`config.mk`:
```
export PLATFORM = sky130hd
export DESIGN_NAME = mem_access_unit_flat
export DESIGN_NICKNAME = d
export VERILOG_FILES = /design/src/rtl/cpu_pkg.sv /design/src/rtl/mem_access_unit_if.sv /design/src/rtl/lsu_align.sv /design/src/rtl/mem_access_unit.sv /design/src/flat_wrapper.sv
export SDC_FILE = /design/constraint.sdc
export NUM_CORES = 1
export LEC_CHECK = 0
export CAP_MARGIN = 15
export CORE_ASPECT_RATIO = 1.4
export CORE_MARGIN = 1.5
export CORE_UTILIZATION = 49
export CTS_CLUSTER_DIAMETER = 100
export DETAILED_ROUTE_END_ITERATION = 8
export MAX_ROUTING_LAYER = met4
export PLACE_DENSITY = 0.84
export SETUP_SLACK_MARGIN = 0.15
export SLEW_MARGIN = 20
export SYNTH_ARGS = -nofsm -noshare
export SYNTH_HDL_FRONTEND = slang
export SYNTH_SLANG_ARGS = --single-unit
export TNS_END_PERCENT = 100
```
`constraint.sdc`:
```
create_clock -name clk -period 5.3 [get_ports clk]
set_clock_uncertainty 0.2 [all_clocks]
set_input_delay 1.06 -clock clk [delete_from_list [all_inputs] [get_ports clk]]
set_output_delay 1.06 -clock clk [all_outputs]
set_load 0.05 [all_outputs]
```
`src/rtl/cpu_pkg.sv`:
```
// Shared CPU definitions: decoded operation codes, load/store access classes
// and the sequencer state type used by the memory access unit.
package cpu_pkg;

    typedef enum logic [5:0] {
        NOP   = 6'd0,  ADD   = 6'd1,  SUB   = 6'd2,  AND   = 6'd3,
        OR    = 6'd4,  XOR   = 6'd5,  SLL   = 6'd6,  SRL   = 6'd7,
        SRA   = 6'd8,  SLT   = 6'd9,  LB    = 6'd10, LH    = 6'd11,
        LW    = 6'd12, LBU   = 6'd13, LHU   = 6'd14, SB    = 6'd15,
        SH    = 6'd16, SW    = 6'd17, SLTU  = 6'd18, LUI   = 6'd19,
        AUIPC = 6'd20, JAL   = 6'd21, JALR  = 6'd22, BEQ   = 6'd23,
        BNE   = 6'd24, BLT   = 6'd25, BGE   = 6'd26, BLTU  = 6'd27,
        BGEU  = 6'd28, ADDI  = 6'd29, SLTI  = 6'd30, SLTIU = 6'd31,
        XORI  = 6'd32, ORI   = 6'd33, ANDI  = 6'd34, SLLI  = 6'd35,
        SRLI  = 6'd36, SRAI  = 6'd37, HALT  = 6'd38
    } cuOPType;

    typedef enum logic [1:0] {
        ACC_NONE,
        ACC_BYTE,
        ACC_HALF,
        ACC_WORD
    } acc_class_e;

    typedef enum logic [1:0] {
        ST_IDLE,
        ST_ACCESS,
        ST_DONE
    } lsu_state_e;

    function automatic acc_class_e acc_class(input logic [5:0] op);
        case (op)
            LB, LBU, SB: return ACC_BYTE;
            LH, LHU, SH: return ACC_HALF;
            LW, SW:      return ACC_WORD;
            default:     return ACC_NONE;
        endcase
    endfunction

    function automatic logic is_store_op(input logic [5:0] op);
        return (op == SB) || (op == SH) || (op == SW);
    endfunction

endpackage

```
`src/rtl/mem_access_unit_if.sv`:
```
// Data-memory bus between the load/store sequencer (master) and memory (slave).
interface mem_access_unit_if #(
    parameter int ADDR_W = 32
) ();
    logic              bus_req;
    logic              bus_we;
    logic [ADDR_W-1:0] bus_addr;
    logic [31:0]       bus_wdata;
    logic [3:0]        bus_sel;
    logic [31:0]       bus_rdata;
    logic              bus_ack;

    modport master (
        output bus_req, bus_we, bus_addr, bus_wdata, bus_sel,
        input  bus_rdata, bus_ack
    );

    modport slave (
        input  bus_req, bus_we, bus_addr, bus_wdata, bus_sel,
        output bus_rdata, bus_ack
    );
endinterface

```
`src/rtl/lsu_align.sv`:
```
// Combinational lane logic: access class, misalignment, byte enables,
// lane-replicated store data and right-justified load data.
module lsu_align
    import cpu_pkg::*;
(
    input  logic [5:0]  op,
    input  logic [1:0]  offset,
    input  logic [31:0] store_data,
    input  logic [31:0] rdata,
    output acc_class_e  acc,
    output logic        is_store,
    output logic        misaligned,
    output logic [3:0]  sel,
    output logic [31:0] wdata,
    output logic [31:0] load_data
);
    assign acc      = acc_class(op);
    assign is_store = is_store_op(op);

    always_comb begin
        misaligned = 1'b0;
        sel        = 4'b0000;
        case (acc)
            ACC_BYTE: sel = 4'b0001 << offset;
            ACC_HALF: begin
                sel        = 4'b0011 << offset;
                misaligned = offset[0];
            end
            ACC_WORD: begin
                sel        = 4'b1111;
                misaligned = (offset != 2'b00);
            end
            default: ;
        endcase
    end

    // Replicate the store operand across all lanes so bus_sel alone picks the target bytes.
    genvar gi;
    generate
        for (gi = 0; gi < 4; gi++) begin : g_lane
            assign wdata[8*gi +: 8] = (acc == ACC_BYTE) ? store_data[7:0] :
                                      (acc == ACC_HALF) ? store_data[8*(gi%2) +: 8] :
                                                          store_data[8*gi +: 8];
        end
    endgenerate

    // Word accesses are aligned, so the same shift serves every class.
    assign load_data = rdata >> {offset, 3'b000};
endmodule

```
`src/rtl/mem_access_unit.sv`:
```
// Load/store sequencer: issues one bus transaction per memory cuOP, freezes the
// core until it completes and presents the right-justified load word.
module mem_access_unit
    import cpu_pkg::*;
#(
    parameter int ADDR_W  = 32,
    parameter int TIMEOUT = 255
) (
    input  logic              clk,
    input  logic              nRst,
    input  logic [5:0]        cuOP,
    input  logic [ADDR_W-1:0] addr,
    input  logic [31:0]       store_data,
    mem_access_unit_if.master bus,
    output logic [31:0]       memload,
    output logic              freeze,
    output logic              misaligned,
    output logic              timeout_err
);
    // The issue cycle counts as the first request cycle, so the last one is TIMEOUT-1.
    localparam logic [7:0] TMO_LAST = 8'(TIMEOUT - 1);

    lsu_state_e        state_q, state_d;
    logic [5:0]        op_q, op_d;
    logic [ADDR_W-1:0] addr_q, addr_d;
    logic [31:0]       sdata_q, sdata_d;
    logic [7:0]        cnt_q, cnt_d;
    logic [31:0]       memload_q, memload_d;
    logic              tmo_q, tmo_d;

    logic              in_access;
    logic [5:0]        sel_op;
    logic [ADDR_W-1:0] sel_addr;
    logic [31:0]       sel_sdata;

    acc_class_e        acc;
    logic              is_store;
    logic              mis;
    logic [3:0]        lane_sel;
    logic [31:0]       lane_wdata;
    logic [31:0]       load_data;

    logic              req_c;
    logic              we_c;
    logic [ADDR_W-1:0] addr_c;
    logic [31:0]       wdata_c;
    logic [3:0]        sel_c;
    logic              freeze_c;
    logic              mis_c;

    // While a transaction is open the registered copy drives the lanes, so the
    // core may change cuOP/addr freely without disturbing the bus.
    assign in_access = (state_q == ST_ACCESS);
    assign sel_op    = in_access ? op_q    : cuOP;
    assign sel_addr  = in_access ? addr_q  : addr;
    assign sel_sdata = in_access ? sdata_q : store_data;

    lsu_align u_align (
        .op         (sel_op),
        .offset     (sel_addr[1:0]),
        .store_data (sel_sdata),
        .rdata      (bus.bus_rdata),
        .acc        (acc),
        .is_store   (is_store),
        .misaligned (mis),
        .sel        (lane_sel),
        .wdata      (lane_wdata),
        .load_data  (load_data)
    );

    always_ff @(posedge clk or negedge nRst) begin
        if (!nRst) begin
            state_q   <= ST_IDLE;
            op_q      <= 6'd0;
            addr_q    <= '0;
            sdata_q   <= 32'd0;
            cnt_q     <= 8'd0;
            memload_q <= 32'd0;
            tmo_q     <= 1'b0;
        end else begin
            state_q   <= state_d;
            op_q      <= op_d;
            addr_q    <= addr_d;
            sdata_q   <= sdata_d;
            cnt_q     <= cnt_d;
            memload_q <= memload_d;
            tmo_q     <= tmo_d;
        end
    end

    always_comb begin
        state_d   = state_q;
        op_d      = op_q;
        addr_d    = addr_q;
        sdata_d   = sdata_q;
        cnt_d     = cnt_q;
        memload_d = memload_q;
        tmo_d     = 1'b0;
        req_c     = 1'b0;
        freeze_c  = 1'b0;
        mis_c     = 1'b0;

        case (state_q)
            ST_IDLE: begin
                // Gating on nRst keeps every output quiet while reset is held.
                if (nRst && (acc != ACC_NONE)) begin
                    if (mis) begin
                        mis_c = 1'b1;
                    end else begin
                        req_c    = 1'b1;
                        freeze_c = 1'b1;
                        op_d     = cuOP;
                        addr_d   = addr;
                        sdata_d  = store_data;
                        cnt_d    = 8'd1;
                        state_d  = ST_ACCESS;
                    end
                end
            end
            ST_ACCESS: begin
                req_c    = 1'b1;
                freeze_c = 1'b1;
                if (bus.bus_ack) begin
                    if (!is_store) memload_d = load_data;
                    cnt_d   = 8'd0;
                    state_d = ST_DONE;
                end else if (cnt_q == TMO_LAST) begin
                    memload_d = 32'd0;
                    tmo_d     = 1'b1;
                    cnt_d     = 8'd0;
                    state_d   = ST_DONE;
                end else begin
                    cnt_d = cnt_q + 8'd1;
                end
            end
            ST_DONE: begin
                cnt_d   = 8'd0;
                state_d = ST_IDLE;
            end
            default: state_d = ST_IDLE;
        endcase
    end

    always_comb begin
        we_c    = 1'b0;
        addr_c  = '0;
        wdata_c = 32'd0;
        sel_c   = 4'b0000;
        if (req_c) begin
            we_c    = is_store;
            addr_c  = {sel_addr[ADDR_W-1:2], 2'b00};
            wdata_c = is_store ? lane_wdata : 32'd0;
            sel_c   = lane_sel;
        end
    end

    assign bus.bus_req   = req_c;
    assign bus.bus_we    = we_c;
    assign bus.bus_addr  = addr_c;
    assign bus.bus_wdata = wdata_c;
    assign bus.bus_sel   = sel_c;

    assign memload     = memload_q;
    assign freeze      = freeze_c;
    assign misaligned  = mis_c;
    assign timeout_err = tmo_q;
endmodule

```
`src/flat_wrapper.sv`:
```
// flat-port wrapper written by rule: the top's interface ports become plain ports
module mem_access_unit_flat import cpu_pkg::*;
#(
    parameter int ADDR_W  = 32,
    parameter int TIMEOUT = 255
)
  (clk, nRst, cuOP, addr, store_data, memload, freeze, misaligned, timeout_err, bus_bus_req, bus_bus_we, bus_bus_addr, bus_bus_wdata, bus_bus_sel, bus_bus_rdata, bus_bus_ack);
  mem_access_unit_if #(.ADDR_W(ADDR_W)) bus_i ();
  input  logic clk;
  input  logic nRst;
  input  logic [5:0] cuOP;
  input  logic [ADDR_W-1:0] addr;
  input  logic [31:0] store_data;
  output logic [31:0] memload;
  output logic freeze;
  output logic misaligned;
  output logic timeout_err;
  output wire logic [$bits(bus_i.bus_req)-1:0] bus_bus_req;
  output wire logic [$bits(bus_i.bus_we)-1:0] bus_bus_we;
  output wire logic [$bits(bus_i.bus_addr)-1:0] bus_bus_addr;
  output wire logic [$bits(bus_i.bus_wdata)-1:0] bus_bus_wdata;
  output wire logic [$bits(bus_i.bus_sel)-1:0] bus_bus_sel;
  input wire logic [$bits(bus_i.bus_rdata)-1:0] bus_bus_rdata;
  input wire logic [$bits(bus_i.bus_ack)-1:0] bus_bus_ack;
  assign bus_bus_req = bus_i.bus_req;
  assign bus_bus_we = bus_i.bus_we;
  assign bus_bus_addr = bus_i.bus_addr;
  assign bus_bus_wdata = bus_i.bus_wdata;
  assign bus_bus_sel = bus_i.bus_sel;
  assign bus_i.bus_rdata = bus_bus_rdata;
  assign bus_i.bus_ack = bus_bus_ack;
  mem_access_unit #(.ADDR_W(ADDR_W), .TIMEOUT(TIMEOUT)) u_core (.clk(clk), .nRst(nRst), .cuOP(cuOP), .addr(addr), .store_data(store_data), .bus(bus_i), .memload(memload), .freeze(freeze), .misaligned(misaligned), .timeout_err(timeout_err));
endmodule
```
==> flow_summary.ini <==
[setup_path]
cp-end-kind = primary output
critPathKind = primary input to primary output
crit_chain = clkdlybuf4s50_1, nor3_2, nand3b_1, mux2i_2, a31oi_2, ha_2, nand3b_1, buf_6, a21oi_4, nor2_4, buf_12, buf_12, o31ai_2, buf_4
cpMaxStageDelayCell = clkdlybuf4s50_1
cp_num_buf_inv = 5
start_kind = primary input
slowest_delay_ns = 0.43
path_max_fanout = 21
critPathTopFamily = buffers and inverters
cp.arrival_ns = 3.87
worst-endpoint-required_ns = 4.04

[synth]
synth_warnings = 0
syn_area_mm2 = 0.00735
avgSynthCellArea_um2 = 10.5
async_flop_share = 1.00
ys_types = 67
synth_edf_count = 0
synth.area.mux_share = 0.284
synth-compound-area-share = 0.153
ys.flop_type = dfrtp_1
synth_simple_gate_area_share = 0.0946
synthXorXnorAreaFrac = 0.00119
ys_ff_latch = 113
yosysSeqAreaShare = 0.384
syn-instance-count = 699
synth_top_family_by_area = multiplexers
synthAdderAreaFrac = 0.0170

[layout]
fillers = 985
fin_cells = 1119
area_growth_pct = 47.2
antenna_cells = 0
drive_gt1_frac = 0.302
final_nets = 1033

[timing]
holdWs_ns = 0.290
slew_violations = 0
fmax_mhz = 195
period_share = 0.968
hold_viol = 0
period_needed_ns = 5.13
setup_viol = 0
max_slew_margin = 0.362
rsz0062_at_grt = false
tightestPinTransition_ns = 0.957

[power_and_ir_drop]
combPwrFrac = 0.506
p_switching_mw = 2.31
p_sw_frac = 0.421
power.leakage_nw = 4.91
internal_power_mw = 3.18
pwr-share-seq = 0.277
powerDensity_mw_per_mm2 = 507
ir_drop_v = 0.000311
pwr-share-clk = 0.217

[clock_network]
cts_tree = yes
holdBufCountCts = 0
clkSinkCount = 113
cts_root_buf = clkbuf_16
path_clk_slew_ns = 0.05
cts.path.max_buffers = 2
cts-buffers-inserted = 17
htreeDepth = 4
clock_latency_ns = 0.41

[grt]
grt.total_usage = 0.265
grt_pass1_wl_mm = 31.9
grt_pass1_vias = 6170
overflow = 0
grt_max_degree = 73
antenna_found_initial = 0

[place]
place_congestion = 0.923
io_buffers = 207
place_inst = 1073
dp_hpwl_mm = 14.3

[floorplan]
rows = 52
die_y_um = 148
start_util = 0.505
die-area_mm2 = 0.0158
ios = 210
fp.dieW_um = 107
core_area_mm2 = 0.0146

[route]
via_per_inst = 5.74
finalWirelength_mm = 21.5
drtIter0Drc = 397
vias = 6421
drcViolationCount = 0
antenna_left = 0
first_pass_iters = 6
wire_per_inst_um = 19.2

[worst_hold_path]
min_path_type = register to register

[outcome]
outcome = finished, final reports clean

[job]
cap_violations = 0
## cell usage in the layout, fill, tap and decap left out, types with 19 or more instances in the layout
master           count
mux2_1              38
o31ai_4             22
clkdlybuf4s50_1    131
nand2_1             88
a21oi_1             19
dfrtp_1            113
buf_4               73
mux2_2              54
buf_6               26
mux2i_1             82
inv_1               55
## layout make-up
class,count,area [µm²],share of cell area
well taps,189,236,0.0218
clock inverters,11,163,0.0150
multi-input cells,482,4470,0.413
repair buffers,248,2470,0.228
clock buffers,20,447,0.0413
flip-flops and latches,113,2830,0.261
inverters,56,210,0.0194
## flip-flops by register name (all words and copies together) (netlist names)
register and count:
u_core.addr_q 32, u_core.memload 32, u_core.timeout_err 1, u_core.cnt_q 8
u_core.sdata_q 32, u_core.op_q 6, u_core.state_q 2
## metrics by stage
step                      area [µm²]  setup WS [ns]  utilization  TNS (ns)  total power, mW
after floorplan                 7380         -0.143            -     -1.43             3.28
after global placement          9620          0.115        0.660         0             3.99
after detailed placement        9620         0.0465        0.660         0             4.06
after CTS                      10400          0.155        0.710         0             5.31
after global routing           10800         0.0774        0.743         0             5.75
final                          10800          0.171        0.743         0             5.48
## timing repair
action / CTS / global route
endpoints found under the setup margin: 57 / 65
buffers inserted: 9 / 6
hold endpoints to repair: 0 / 0
pin swaps: 4 / 6
resized for setup: 10 / 74
## metal layers
layer	track usage	part of all wire	vias to the layer above
met5	-	0	-
met4	0.103	0.025	0
met3	0.0648	0.057	46
met2	0.416	0.51	252
met1	0.331	0.41	3147
li1	-	-	2976
## power by group through the flow
stage               Clock, mW  Sequential (mW)  Combinational, mW
CTS                      1.21             1.50               2.59
floorplan                   0             1.82               1.46
global route             1.25             1.56               2.93
detailed placement          0             1.51               2.55
finish                   1.19             1.52               2.78
global placement            0             1.50               2.50
## logic make-up after synthesis
family | after synthesis
AOI/OAI and AO/OA | 139
xor gates and xnor gates | 1
adders and majority gates | 10
buffers and inverters | 105
DFF | 113
muxes | 187
other | 1
and+or+nand+nor | 143
## final timing paths
path | startpoint | to | slack (ns) | cells past startpoint
worst min-delay path | u_core.addr_q[31]$_DFFE_PN0P_ | u_core.addr_q[31]$_DFFE_PN0P_ | 0.29 | 1
worst min register to register | u_core.addr_q[31]$_DFFE_PN0P_ | u_core.addr_q[31]$_DFFE_PN0P_ | 0.29 | 1
worst max register to register | u_core.op_q[5]$_DFFE_PN0P_ | u_core.sdata_q[16]$_DFFE_PN0P_ | 1.46 | 11
min in group asynchronous | nRst | u_core.addr_q[22]$_DFFE_PN0P_ | 0.53 | 2
worst max-delay path | cuOP[1] | bus_bus_addr[10] | 0.17 | 14
max in group asynchronous | nRst | u_core.memload[28]$_DFFE_PN0P_ | 3.03 | 3
## synth_stat cells (all sizes together) (3+ instances only)
| library cell | count | share of area |
|---|---|---|
| nand3b | 3 | 0.0031 |
| mux2 | 93 | 0.14 |
| ha | 10 | 0.017 |
| nand2 | 88 | 0.045 |
| inv | 56 | 0.029 |
| o32ai | 4 | 0.0048 |
| nand3 | 10 | 0.0075 |
| a22oi | 8 | 0.0082 |
| o2bb2ai | 5 | 0.0060 |
| a211oi | 3 | 0.0048 |
| nand2b | 5 | 0.0043 |
| a22o | 5 | 0.0060 |
| a21boi | 4 | 0.0041 |
| nor2 | 9 | 0.0049 |
| buf | 33 | 0.028 |
| o31ai | 31 | 0.044 |
| mux2i | 86 | 0.12 |
| clkbuf | 16 | 0.0082 |
| nor3 | 4 | 0.0027 |
| o211ai | 6 | 0.0061 |
| a21oi | 26 | 0.021 |
| o22ai | 18 | 0.019 |
| mux4 | 8 | 0.024 |
| and3 | 3 | 0.0026 |
| dfrtp | 113 | 0.38 |
| o21ai | 14 | 0.0095 |
No activity file was read; power rests on OpenSTA's default activity.
